<file path="config.mk">
export PLATFORM = sky130hd
export DESIGN_NAME = uart_rx_ctrl
export DESIGN_NICKNAME = d
export VERILOG_FILES = /design/src/rtl/uart_rx_ctrl.sv
export SDC_FILE = /design/constraint.sdc
export NUM_CORES = 1
export LEC_CHECK = 0
export ABC_CLOCK_PERIOD_IN_PS = 2300
export BUFFER_PORTS_ARGS = -buffer_cell sky130_fd_sc_hd__buf_2
export CORE_MARGIN = 2
export CORE_UTILIZATION = 46
export CTS_BUF_LIST = sky130_fd_sc_hd__clkbuf_16
export DETAILED_ROUTE_END_ITERATION = 8
export SLEW_MARGIN = 20
export SYNTH_ARGS = -nofsm -noshare
export SYNTH_HDL_FRONTEND = slang
export SYNTH_SLANG_ARGS = --single-unit
</file>
<file path="constraint.sdc">
create_clock -name clk -period 2.3 [get_ports clk]
set_input_delay 0.23 -clock clk [delete_from_list [all_inputs] [get_ports clk]]
set_output_delay 0.23 -clock clk [all_outputs]
set_load 0.05 [all_outputs]
</file>
<file path="src/rtl/uart_rx_ctrl.sv">
`default_nettype none
// ============================================================================
//  Module   : uart_rx_ctrl
//  Purpose  : UART receive framing controller. Synchronises the raw serial
//             line, qualifies the start bit at mid-bit, samples each data bit
//             at mid-bit on the oversampling tick, and checks the optional
//             parity bit and the stop bit. It drives the shift/load strobes
//             of the downstream receive shift register.
//  Revision : 1.0 - initial release
// ----------------------------------------------------------------------------
//  Parameters
//    WIDTH      : data bits per frame
//    OVERSAMPLE : baud_tick pulses per bit period (even, >= 4)
//    PARITY_EN  : 1 = frame carries one parity bit after the data bits
//    PARITY_ODD : 0 = even parity, 1 = odd parity
//  Ports
//    clk        : system clock, rising edge
//    rst_n      : asynchronous active-low reset
//    rx         : raw serial line (asynchronous, idles high)
//    baud_tick  : single-cycle pulse at OVERSAMPLE x baud rate
//    sh_en      : one-cycle enable strobe to the shift register
//    ld_sh      : with sh_en, 1 = load/transfer word, 0 = shift in rx_bit
//    rx_bit     : sampled data bit presented to the shift register
//    parity_err : parity mismatch on the last frame
//    frame_err  : stop bit sampled low on the last frame
//    rx_done    : one-cycle pulse when a frame ends with a good stop bit
//    busy       : high whenever the controller is not idle
// ============================================================================
module uart_rx_ctrl #(
    parameter int unsigned WIDTH      = 8,
    parameter int unsigned OVERSAMPLE = 16,
    parameter bit          PARITY_EN  = 1'b1,
    parameter bit          PARITY_ODD = 1'b0
) (
    input  logic clk,
    input  logic rst_n,
    input  logic rx,
    input  logic baud_tick,
    output logic sh_en,
    output logic ld_sh,
    output logic rx_bit,
    output logic parity_err,
    output logic frame_err,
    output logic rx_done,
    output logic busy
);

    localparam int unsigned c_TICK_W = $clog2(OVERSAMPLE);
    localparam int unsigned c_IDX_W  = (WIDTH > 1) ? $clog2(WIDTH) : 1;

    // Tick index at which the start bit is re-checked (middle of the bit)
    localparam logic [c_TICK_W-1:0] c_TICK_HALF = c_TICK_W'(OVERSAMPLE / 2 - 1);
    // Tick index at which data/parity/stop bits are sampled (one full bit
    // after the previous sample point, so still mid-bit)
    localparam logic [c_TICK_W-1:0] c_TICK_LAST = c_TICK_W'(OVERSAMPLE - 1);
    localparam logic [c_IDX_W-1:0]  c_IDX_LAST  = c_IDX_W'(WIDTH - 1);
    localparam logic                c_ODD       = PARITY_ODD;

    typedef enum logic [2:0] {
        ST_IDLE      = 3'd0,
        ST_START     = 3'd1,
        ST_DATA      = 3'd2,
        ST_PARITY    = 3'd3,
        ST_STOP      = 3'd4,
        ST_WAIT_IDLE = 3'd5
    } state_t;

    // ------------------------------------------------------------------
    // Input synchroniser (idles high so reset looks like an idle line)
    // ------------------------------------------------------------------
    logic r_rx_meta;
    logic r_rx_s;

    always_ff @(posedge clk or negedge rst_n) begin
        if (!rst_n) begin
            r_rx_meta <= 1'b1;
            r_rx_s    <= 1'b1;
        end else begin
            r_rx_meta <= rx;
            r_rx_s    <= r_rx_meta;
        end
    end

    // ------------------------------------------------------------------
    // State and datapath registers
    // ------------------------------------------------------------------
    state_t              r_state;
    state_t              w_state_nxt;
    logic [c_TICK_W-1:0] r_tick_cnt;
    logic [c_TICK_W-1:0] w_tick_nxt;
    logic [c_IDX_W-1:0]  r_bit_idx;
    logic [c_IDX_W-1:0]  w_idx_nxt;
    logic                r_par_acc;
    logic                w_par_nxt;

    logic r_sh_en;
    logic w_sh_en_nxt;
    logic r_ld_sh;
    logic w_ld_sh_nxt;
    logic r_rx_bit;
    logic w_rx_bit_nxt;
    logic r_parity_err;
    logic w_parity_err_nxt;
    logic r_frame_err;
    logic w_frame_err_nxt;
    logic r_rx_done;
    logic w_rx_done_nxt;
    logic r_busy;

    // Sample strobes: the qualifying tick of the current bit period
    logic w_half_tick;
    logic w_full_tick;

    assign w_half_tick = baud_tick && (r_tick_cnt == c_TICK_HALF);
    assign w_full_tick = baud_tick && (r_tick_cnt == c_TICK_LAST);

    always_ff @(posedge clk or negedge rst_n) begin
        if (!rst_n) begin
            r_state      <= ST_IDLE;
            r_tick_cnt   <= '0;
            r_bit_idx    <= '0;
            r_par_acc    <= 1'b0;
            r_sh_en      <= 1'b0;
            r_ld_sh      <= 1'b0;
            r_rx_bit     <= 1'b0;
            r_parity_err <= 1'b0;
            r_frame_err  <= 1'b0;
            r_rx_done    <= 1'b0;
            r_busy       <= 1'b0;
        end else begin
            r_state      <= w_state_nxt;
            r_tick_cnt   <= w_tick_nxt;
            r_bit_idx    <= w_idx_nxt;
            r_par_acc    <= w_par_nxt;
            r_sh_en      <= w_sh_en_nxt;
            r_ld_sh      <= w_ld_sh_nxt;
            r_rx_bit     <= w_rx_bit_nxt;
            r_parity_err <= w_parity_err_nxt;
            r_frame_err  <= w_frame_err_nxt;
            r_rx_done    <= w_rx_done_nxt;
            // Registered from the next state so busy tracks r_state exactly
            r_busy       <= (w_state_nxt != ST_IDLE);
        end
    end

    // ------------------------------------------------------------------
    // Next-state and next-output logic. All outputs are registered, so a
    // strobe decided on the qualifying baud_tick appears one clk later.
    // ------------------------------------------------------------------
    always_comb begin
        w_state_nxt      = r_state;
        w_tick_nxt       = r_tick_cnt;
        w_idx_nxt        = r_bit_idx;
        w_par_nxt        = r_par_acc;
        w_sh_en_nxt      = 1'b0;
        w_ld_sh_nxt      = 1'b0;
        w_rx_done_nxt    = 1'b0;
        w_rx_bit_nxt     = r_rx_bit;
        w_parity_err_nxt = r_parity_err;
        w_frame_err_nxt  = r_frame_err;

        case (r_state)
            ST_IDLE: begin
                if (!r_rx_s) begin
                    w_state_nxt = ST_START;
                    w_tick_nxt  = '0;
                end
            end

            ST_START: begin
                if (w_half_tick) begin
                    w_tick_nxt = '0;
                    if (r_rx_s) begin
                        // Line back high by mid-bit: treat as a glitch
                        w_state_nxt = ST_IDLE;
                    end else begin
                        // Accepted start bit: error flags of the previous
                        // frame are released here and no earlier
                        w_state_nxt      = ST_DATA;
                        w_idx_nxt        = '0;
                        w_par_nxt        = 1'b0;
                        w_parity_err_nxt = 1'b0;
                        w_frame_err_nxt  = 1'b0;
                    end
                end else if (baud_tick) begin
                    w_tick_nxt = r_tick_cnt + 1'b1;
                end
            end

            ST_DATA: begin
                if (w_full_tick) begin
                    w_tick_nxt   = '0;
                    w_rx_bit_nxt = r_rx_s;
                    w_sh_en_nxt  = 1'b1;
                    w_par_nxt    = r_par_acc ^ r_rx_s;
                    if (r_bit_idx == c_IDX_LAST) begin
                        w_state_nxt = PARITY_EN ? ST_PARITY : ST_STOP;
                    end else begin
                        w_idx_nxt = r_bit_idx + 1'b1;
                    end
                end else if (baud_tick) begin
                    w_tick_nxt = r_tick_cnt + 1'b1;
                end
            end

            ST_PARITY: begin
                if (w_full_tick) begin
                    w_tick_nxt       = '0;
                    w_parity_err_nxt = PARITY_EN & (r_par_acc ^ r_rx_s ^ c_ODD);
                    w_state_nxt      = ST_STOP;
                end else if (baud_tick) begin
                    w_tick_nxt = r_tick_cnt + 1'b1;
                end
            end

            ST_STOP: begin
                if (w_full_tick) begin
                    w_tick_nxt = '0;
                    if (r_rx_s) begin
                        w_sh_en_nxt   = 1'b1;
                        w_ld_sh_nxt   = 1'b1;
                        w_rx_done_nxt = 1'b1;
                        w_state_nxt   = ST_IDLE;
                    end else begin
                        // Low stop bit (possibly a break): wait for the line
                        // to recover so a held-low line cannot retrigger
                        w_frame_err_nxt = 1'b1;
                        w_state_nxt     = ST_WAIT_IDLE;
                    end
                end else if (baud_tick) begin
                    w_tick_nxt = r_tick_cnt + 1'b1;
                end
            end

            ST_WAIT_IDLE: begin
                if (r_rx_s) begin
                    w_state_nxt = ST_IDLE;
                end
            end

            default: begin
                w_state_nxt = ST_IDLE;
                w_tick_nxt  = '0;
            end
        endcase
    end

    assign sh_en      = r_sh_en;
    assign ld_sh      = r_ld_sh;
    assign rx_bit     = r_rx_bit;
    assign parity_err = r_parity_err;
    assign frame_err  = r_frame_err;
    assign rx_done    = r_rx_done;
    assign busy       = r_busy;

endmodule
`default_nettype wire

</file>
# Word-level counts from Yosys, hierarchy flattened
# Index checks and enable logic that the tools add are counted.
# classes
add_sub_neg,2
n_eq_ne,16
muxes,33
bitwise_logic,2
n_reduce_logical,14
# op_table
operator,count
$mux 3,12
$pmux 3 s6,1
$mux 4,4
$ne 2x2->1 const B,8
$pmux 4 s4,1
$reduce_and 5->1,2
$eq 3x3->1 const B,3
$mux 1,9
$pmux 1 s2,4
$reduce_and 4->1,2
$eq 3x2->1 const B,2
$pmux 3 s2,1
$reduce_bool 2->1,3
$add 4x1->4 const B,1
$eq 4x3->1 const B,1
$eq 4x4->1 const B,1
$reduce_and 2->1,2
$add 3x1->3 const B,1
$eq 3x1->1 const B,1
$logic_not 3->1,1
$reduce_bool 3->1,1
$reduce_or 3->1,1
$logic_and 1x1->1,2
$mux 2,1
2 further kinds,2
# totals
ff_bits,19
out_inout_bits,7
word_cells,79

# Longest topological paths before layout
# Gate-level depths: netlist of run 1.
# logic_depth
depth_word,5
mapped_depth,6
depth_no_buf,6

# Least setup slack after synthesis of run 1
# Ideal clock, no wire load.
# synth_path
kind,flip-flop to flip-flop
from,register r_bit_idx[0]
to,register r_bit_idx[2]
setup_time_ns,0.124
arrival_time_ns,1.566
t_required_ns,2.176
path_slack_ns,0.610
stages_incl_launch_ff,6
n_path_buf,0
synth_period_minus_slack_ns,1.690
cell_sequence,dfrtp_1 > ha_1 > ha_1 > or3_4 > and3_4 > a211o_1
# synth_via
elab_chain_len,4
word_cells_on_any_way,7
# synth_rtl
element,line_no,rtl
from (decl),91,logic [c_IDX_W-1:0] r_bit_idx;
from (signal assigned),133,r_bit_idx <= w_idx_nxt;
$add 3x1->3,199,w_idx_nxt = r_bit_idx + 1'b1;
$mux 3,196,if (r_bit_idx == c_IDX_LAST) begin
$mux 3,191,if (w_full_tick) begin
$pmux 3 s2,162,case (r_state)
# Several ways; a longest one is shown, not always the timed one. The select of a mux whose other input is x is not followed.
# A chain may end at the register's enable or synchronous reset.

# Worst setup path after layout of run 1
# layout_path
from,register r_tick_cnt[0]
to,register r_bit_idx[2]
# layout_via
elab_chain_len,4
word_cells_on_any_way,7
# layout_rtl
element,line_no,rtl
from (decl),89,logic [c_TICK_W-1:0] r_tick_cnt;
from (signal assigned),132,r_tick_cnt <= w_tick_nxt;
$eq 4x4->1 or $eq 4x3->1 (tied branches),"115, 114",
$logic_and 1x1->1 (on tied branches),"115, 114",
$ne 2x2->1 (no line),-,
$reduce_and 5->1 (no line) *,-,
# Every way passes the cells marked *; elsewhere a longest branch is shown, timed or not.

==> reports/results.ini, run 1 <==
[outcome]
status = complete, no violations

[place]
portBuffers = 10
hpwl_um = 1680
post-place-cells = 154
gp_congestion = 0.798
dpl-instance-area_mm2 = 0.00119

[final_layout]
top_regs = r_tick_cnt: 4 flops, r_bit_idx: 3 flops, r_state: 3 flops
n_antenna_cell = 0
fillers = 219
top_register = r_tick_cnt
final_cells = 159
drive_gt1_share_pct = 19.4
areaGrowthSynthToFinish_pct = 12.5
largest_reg_flops = 4
design_area_mm2 = 0.00128
nets = 137

[setup_path]
startpoint = r_tick_cnt[0]
cp_max_fo = 5
reg2reg_from = r_tick_cnt[0]
r2r_end = r_bit_idx[2]
critPathCapture = r_bit_idx[2]
crit_type = reg2reg
end_kind = register
crit_required_ps = 2430
r2r_cells = 5
start_kind = register
reg2reg_slack_ps = 350
cp.arrival_ps = 2080

[routing]
via_count = 948
drt_wl_total_um = 2450
first_iter_violations = 27
wire_per_inst_um = 15.4
drc_errors = 0
detail-route-antenna-nets = 0
firstDrtPassIters = 4
via_per_inst = 5.96

[synth]
yosys.area.top_type_share_pct = 37.3
synth_commonest_cells = dfrtp_1 (17), o21ai_0 (10), nand2_1 (9), nor2_1 (9), a21oi_1 (7)
syn_area_per_cell_um2 = 9.35
synth.most_common_cell = dfrtp_1
synthFlopType = dfrtp_1
synth_cell_types = 46
synth_fp_nets = 129
netlist_top_cells_area = dfrtp_1 (37%), dfstp_2 (4.6%), o21ai_0 (4.4%)
ys_seq_elements = 19
synth-warning-count = 0
syn_area_mm2 = 0.00114
synth_seq_area_share_pct = 41.9
netlist_instances = 122
synth-edff-count = 0
synthArstFlopShare_pct = 100
synth_top_area_cell = dfrtp_1

[timing]
max_freq_ghz = 0.513
rsz0062_at_grt = false
max_slew_margin_pct = 63.9
fin_crit_sh_pct = 84.8
worst_slew_pin_slew_ps = 541
setup_viol = 0
slew_violations = 0
fin_crit_ps = 1950
hold_violations = 0
fin_skew_ps = 2.74
setup_tns_ps = 0

[clock_tree]
clock_latency_ps = 250
cts.sinks = 19
root_buffer = clkbuf_16
cts_inserted_buffers = 3
cts_tree = done
clk_pin_slew_ps = 50
htreeDepth = 1
clockBufferDepth = 2

[floorplanning]
die_height_um = 53.8
core_area_mm2 = 0.00241
row_count = 18
initial_core_util_pct = 47.4
die_area_mm2 = 0.00289
pin_count = 11
die_x_um = 53.8

[grt]
grt_pass1_wl_um = 4170
grt_use_total_pct = 20.2
grt_max_degree = 20
overflow = 0
grt_pass1_vias = 906
antenna_found_initial = 0

[power]
peakVddDrop_uv = 618
p_leak_uw = 0.000593
p_per_area_mw_per_mm2 = 1000

[flow_run]
drv_cap = 0

[min_path]
whs_path_depth = 1
hold_path.class = in2reg

## what timing repair did
action,4_1_cts,5_1_grt
resized for setup,0,0
setup buffers,0,0
endpoints found under the hold margin,17,0
hold buffers,1,0
## worst max-delay path, stage by stage, from the launching register on
cell and delay [ps]:
dfrtp_1 390, ha_1 290, nand3_1 210, nor4_1 430, o21bai_1 180, a211o_1 330
## area by class of cell
type / instances / area, um2 / area share, %
Multi-Input combinational cell: 90 / 607 / 47.3
Sequential cell: 19 / 478 / 37.2
Clock buffer: 3 / 75.1 / 5.85
Timing Repair Buffer: 12 / 67.6 / 5.26
Tap cell: 30 / 37.5 / 2.92
Inverter: 4 / 15.0 / 1.17
Clock inverter: 1 / 3.75 / 0.292
## power breakdown
part           switching [uW]  internal (uW)  total (uW)
Sequential                124            407         531
Clock                     120            231         351
Combinational             232            172         404
## how the worst min path moves through the flow
stage	from	to	slack, ps
finish	rx	r_rx_meta	80
global route	rx	r_rx_meta	70
CTS	rx	r_rx_meta	80
detailed placement	rst_n	r_tick_cnt[2]	200
global placement	rst_n	r_tick_cnt[2]	200
floorplan	rst_n	busy	-70
## routing by layer
metal / track usage, % / routed length, um / vias to the layer above
met5: 0 / 0 / -
li1: - / - / 462
met4: 9.83 / 32 / 0
met3: 3.61 / 93 / 6
met2: 32.9 / 1200 / 24
met1: 25.6 / 1130 / 456
## logic make-up (layout without fill, tap and decap cells)
family	Yosys count	after routing	synth area share, %
multiplexers	2	2	1.97
flip-flops	19	19	41.9
XOR/XNOR	2	2	1.54
adder cells (fa/ha/maj)	3	3	3.29
buffers and inverters	13	20	4.93
AND/OR/NAND/NOR	46	46	24.1
AO/OA/AOI/OAI	37	37	22.3
## stage by stage
stage	util, %	power [uW]	hold WS, ps	setup WS (ps)
2_1_floorplan	-	839	-65.6	610
3_3_place_gp	49.6	930	195	463
3_5_place_dp	49.6	937	198	376
4_1_cts	53.3	1290	75.6	364
5_1_grt	53.3	1380	72.9	199
6_report	53.3	1290	78.9	351
## layout by cell type (no fill, tap or decap), types with 3 or more instances in the layout
| master | netlist | layout |
|---|---|---|
| a211o_1 | 3 | 3 |
| dfrtp_1 | 17 | 17 |
| buf_2 | 3 | 10 |
| clkbuf_16 | 0 | 3 |
| a32o_1 | 3 | 3 |
| nor2_1 | 9 | 9 |
| nand2_1 | 9 | 9 |
| o21ai_0 | 10 | 10 |
| inv_1 | 4 | 5 |
| ha_1 | 3 | 3 |
| a21oi_1 | 7 | 7 |
| nor2b_1 | 4 | 4 |
| and3_1 | 3 | 3 |
| nand2b_1 | 4 | 4 |
Note: power is estimated with default switching activity, not from simulation.
==> run 2: changes to the inputs <==
--- a/config.mk
+++ b/config.mk
@@ -5,12 +5,13 @@
 export SDC_FILE = /design/constraint.sdc
 export NUM_CORES = 1
 export LEC_CHECK = 0
-export ABC_CLOCK_PERIOD_IN_PS = 2300
+export ABC_CLOCK_PERIOD_IN_PS = 1600
 export BUFFER_PORTS_ARGS = -buffer_cell sky130_fd_sc_hd__buf_2
 export CORE_MARGIN = 2
 export CORE_UTILIZATION = 46
 export CTS_BUF_LIST = sky130_fd_sc_hd__clkbuf_16
 export DETAILED_ROUTE_END_ITERATION = 8
+export PLACE_DENSITY = 0.67
 export SLEW_MARGIN = 20
 export SYNTH_ARGS = -nofsm -noshare
 export SYNTH_HDL_FRONTEND = slang
==> constraint.sdc (replaced) <==
create_clock -name clk -period 1.6 [get_ports clk]
set_input_delay 0.16 -clock clk [delete_from_list [all_inputs] [get_ports clk]]
set_output_delay 0.16 -clock clk [all_outputs]
set_load 0.05 [all_outputs]
==> reports/results.ini, run 2 (synthesized netlist as in run 1, its figures left out) <==
[outcome]
status = finished with violations
failed_checks = setup timing

[floorplanning]
pin_count = 11  ; unchanged
core_area_mm2 = 0.00241  ; unchanged
die_area_mm2 = 0.00289  ; unchanged
die_x_um = 53.8  ; unchanged
initial_core_util_pct = 47.4  ; unchanged
die_height_um = 53.8  ; unchanged
row_count = 18  ; unchanged

[timing]
fin_crit_ps = 1650  ; -301 ps
max_slew_margin_pct = 71.0  ; +7.2 points
fin_skew_ps = 3.15  ; +0.405 ps
slew_violations = 0  ; unchanged
setup_viol = 3  ; +3
fin_crit_sh_pct = 103  ; +18 points
worst_slew_pin_slew_ps = 435  ; -106 ps
max_freq_ghz = 0.607  ; +18%
setup_tns_ps = -121  ; -121 ps
setup_slack_ps = -48.2  ; -399 ps
hold_violations = 0  ; unchanged
rsz0062_at_grt = true

[place]
portBuffers = 10  ; unchanged
dp_slack_ps = -70.3  ; -446 ps
gp_congestion = 0.851  ; +6.6%
hpwl_um = 1910  ; +13%

[min_path]
whs_path_depth = 1  ; unchanged
hold_path.class = in2reg

[power]
seq_power_share_pct = 34.9  ; -6.4 points
p_sw_share_pct = 36.9  ; -0.17 points
p_leak_uw = 0.000674  ; +14%
pwr-share-clk_pct = 24.2  ; -3.1 points
peakVddDrop_uv = 749  ; +21%
p_int_uw = 1340  ; +65%
p_per_area_mw_per_mm2 = 1420  ; +42%
power_switching_uw = 783  ; +64%
combPwrFrac_pct = 40.9  ; +9.5 points

[clock_tree]
root_buffer = clkbuf_16
cts_tree = done
post_cts_buffers = 0  ; unchanged
clock_latency_ps = 250  ; about the same
clk_pin_slew_ps = 60  ; about the same
htreeDepth = 1  ; unchanged
clockBufferDepth = 2  ; unchanged
cts.sinks = 19  ; unchanged
cts_inserted_buffers = 3  ; unchanged

[setup_path]
cp.arrival_ps = 1780  ; -300 ps
reg2reg_slack_ps = -50  ; -400 ps
crit_type = reg2reg
crit_required_ps = 1740  ; -690 ps
cp_max_fo = 6  ; +1
start_kind = register
r2r_cells = 5  ; unchanged
end_kind = register

[routing]
wire_per_inst_um = 16.0  ; +3.7%
first_iter_violations = 22  ; -19%
drc_errors = 0  ; unchanged
via_count = 1059  ; +12%
firstDrtPassIters = 5  ; +1
detail-route-antenna-nets = 0  ; unchanged
drt_wl_total_um = 2850  ; +16%
via_per_inst = 5.95  ; -0.22%

[final_layout]
final_core_util_pct = 61.8  ; +8.6 points
largest_reg_flops = 4  ; unchanged
nets = 156  ; +14%
fillers = 201  ; -8.2%
final_cell_mix = buf_4 (20), dfrtp_1 (16), buf_2 (10)
drive_gt1_share_pct = 37.2  ; +18 points
n_antenna_cell = 0  ; unchanged
top_register = r_tick_cnt
areaGrowthSynthToFinish_pct = 30.6
top_regs = r_tick_cnt: 4 flops, r_bit_idx: 3 flops, r_state: 3 flops
mostFrequentLayoutCell = buf_4

[grt]
grt_pass1_wl_um = 4540  ; +9.0%
grt_max_degree = 20  ; unchanged
antenna_found_initial = 0  ; unchanged
grt_pass1_vias = 1001  ; +10%
grt_use_total_pct = 22.0  ; +1.8 points
overflow = 0  ; unchanged

[flow_run]
drv_cap = 0  ; unchanged

==> run 2: cell count changes in the layout (fill, tap and decap cells not counted), moves of 2 or more <==
cell / delta
buf_4: +19
o21ai_0: -2
and3_1: -2
o21ai_1: +2
ha_4: +2
ha_1: -3
and3_4: +3
==> run 2: metal layers <==
| metal | vias to the layer above | share of wire (%) | track usage [%] |
|---|---|---|---|
| met4 | 0 | 0.67 | 8.97 |
| met5 | - | 0 | 0 |
| met3 | 4 | 2.5 | 2.78 |
| met2 | 23 | 52 | 38.4 |
| met1 | 524 | 45 | 27.1 |
| li1 | 508 | - | - |
==> run 2: stage by stage <==
step	area [um2]	power, uW	hold slack (ps)	std cells
2_1_floorplan	1170	1210	-136	122
3_3_place_gp	1370	1510	120	173
3_5_place_dp	1370	1540	132	173
4_1_cts	1480	2100	9.27	178
5_1_grt	1490	2250	4.53	178
6_report	1490	2120	10.5	178
==> run 2: worst paths after layout <==
kind | from | endpoint
setup / recovery | r_bit_idx[0] | r_bit_idx[0]
hold / removal | rx | r_rx_meta
setup reg to reg | r_bit_idx[0] | r_bit_idx[0]
hold reg to reg | r_rx_meta | r_rx_s
max in group asynchronous | rst_n | r_rx_s
min in group asynchronous | rst_n | r_tick_cnt[2]
==> run 2: timing repair <==
item,4_1_cts,5_1_grt
resized for setup,3,7
hold buffers,1,0
hold endpoints to repair,17,0
pin swaps,4,3
endpoints found under the setup margin,4,7
==> run 2: power by group through the flow <==
stage          combinational, uW  sequential (uW)  clock [uW]
2_1_floorplan                459              754           0
3_3_place_gp                 789              718           0
3_5_place_dp                 816              721           0
4_1_cts                      849              734         520
5_1_grt                      947              754         553
6_report                     868              741         513
==> run 2: area by class of cell <==
type,instances,area [um2],share of cell area (%)
Clock inverter,1,5.00,0.336
Clock buffer,3,75.1,5.04
Sequential cell,19,479,32.2
Multi-Input combinational cell,90,668,44.8
Tap cell,30,37.5,2.52
Timing Repair Buffer,31,210,14.1
Inverter,4,15.0,1.01
==> run 2: critical path, cell delays in order, from the launching register on <==
cell     delay [ps]
dfrtp_1         380
ha_2            200
ha_4            160
or3_4           400
and3_4          180
a211o_1         220
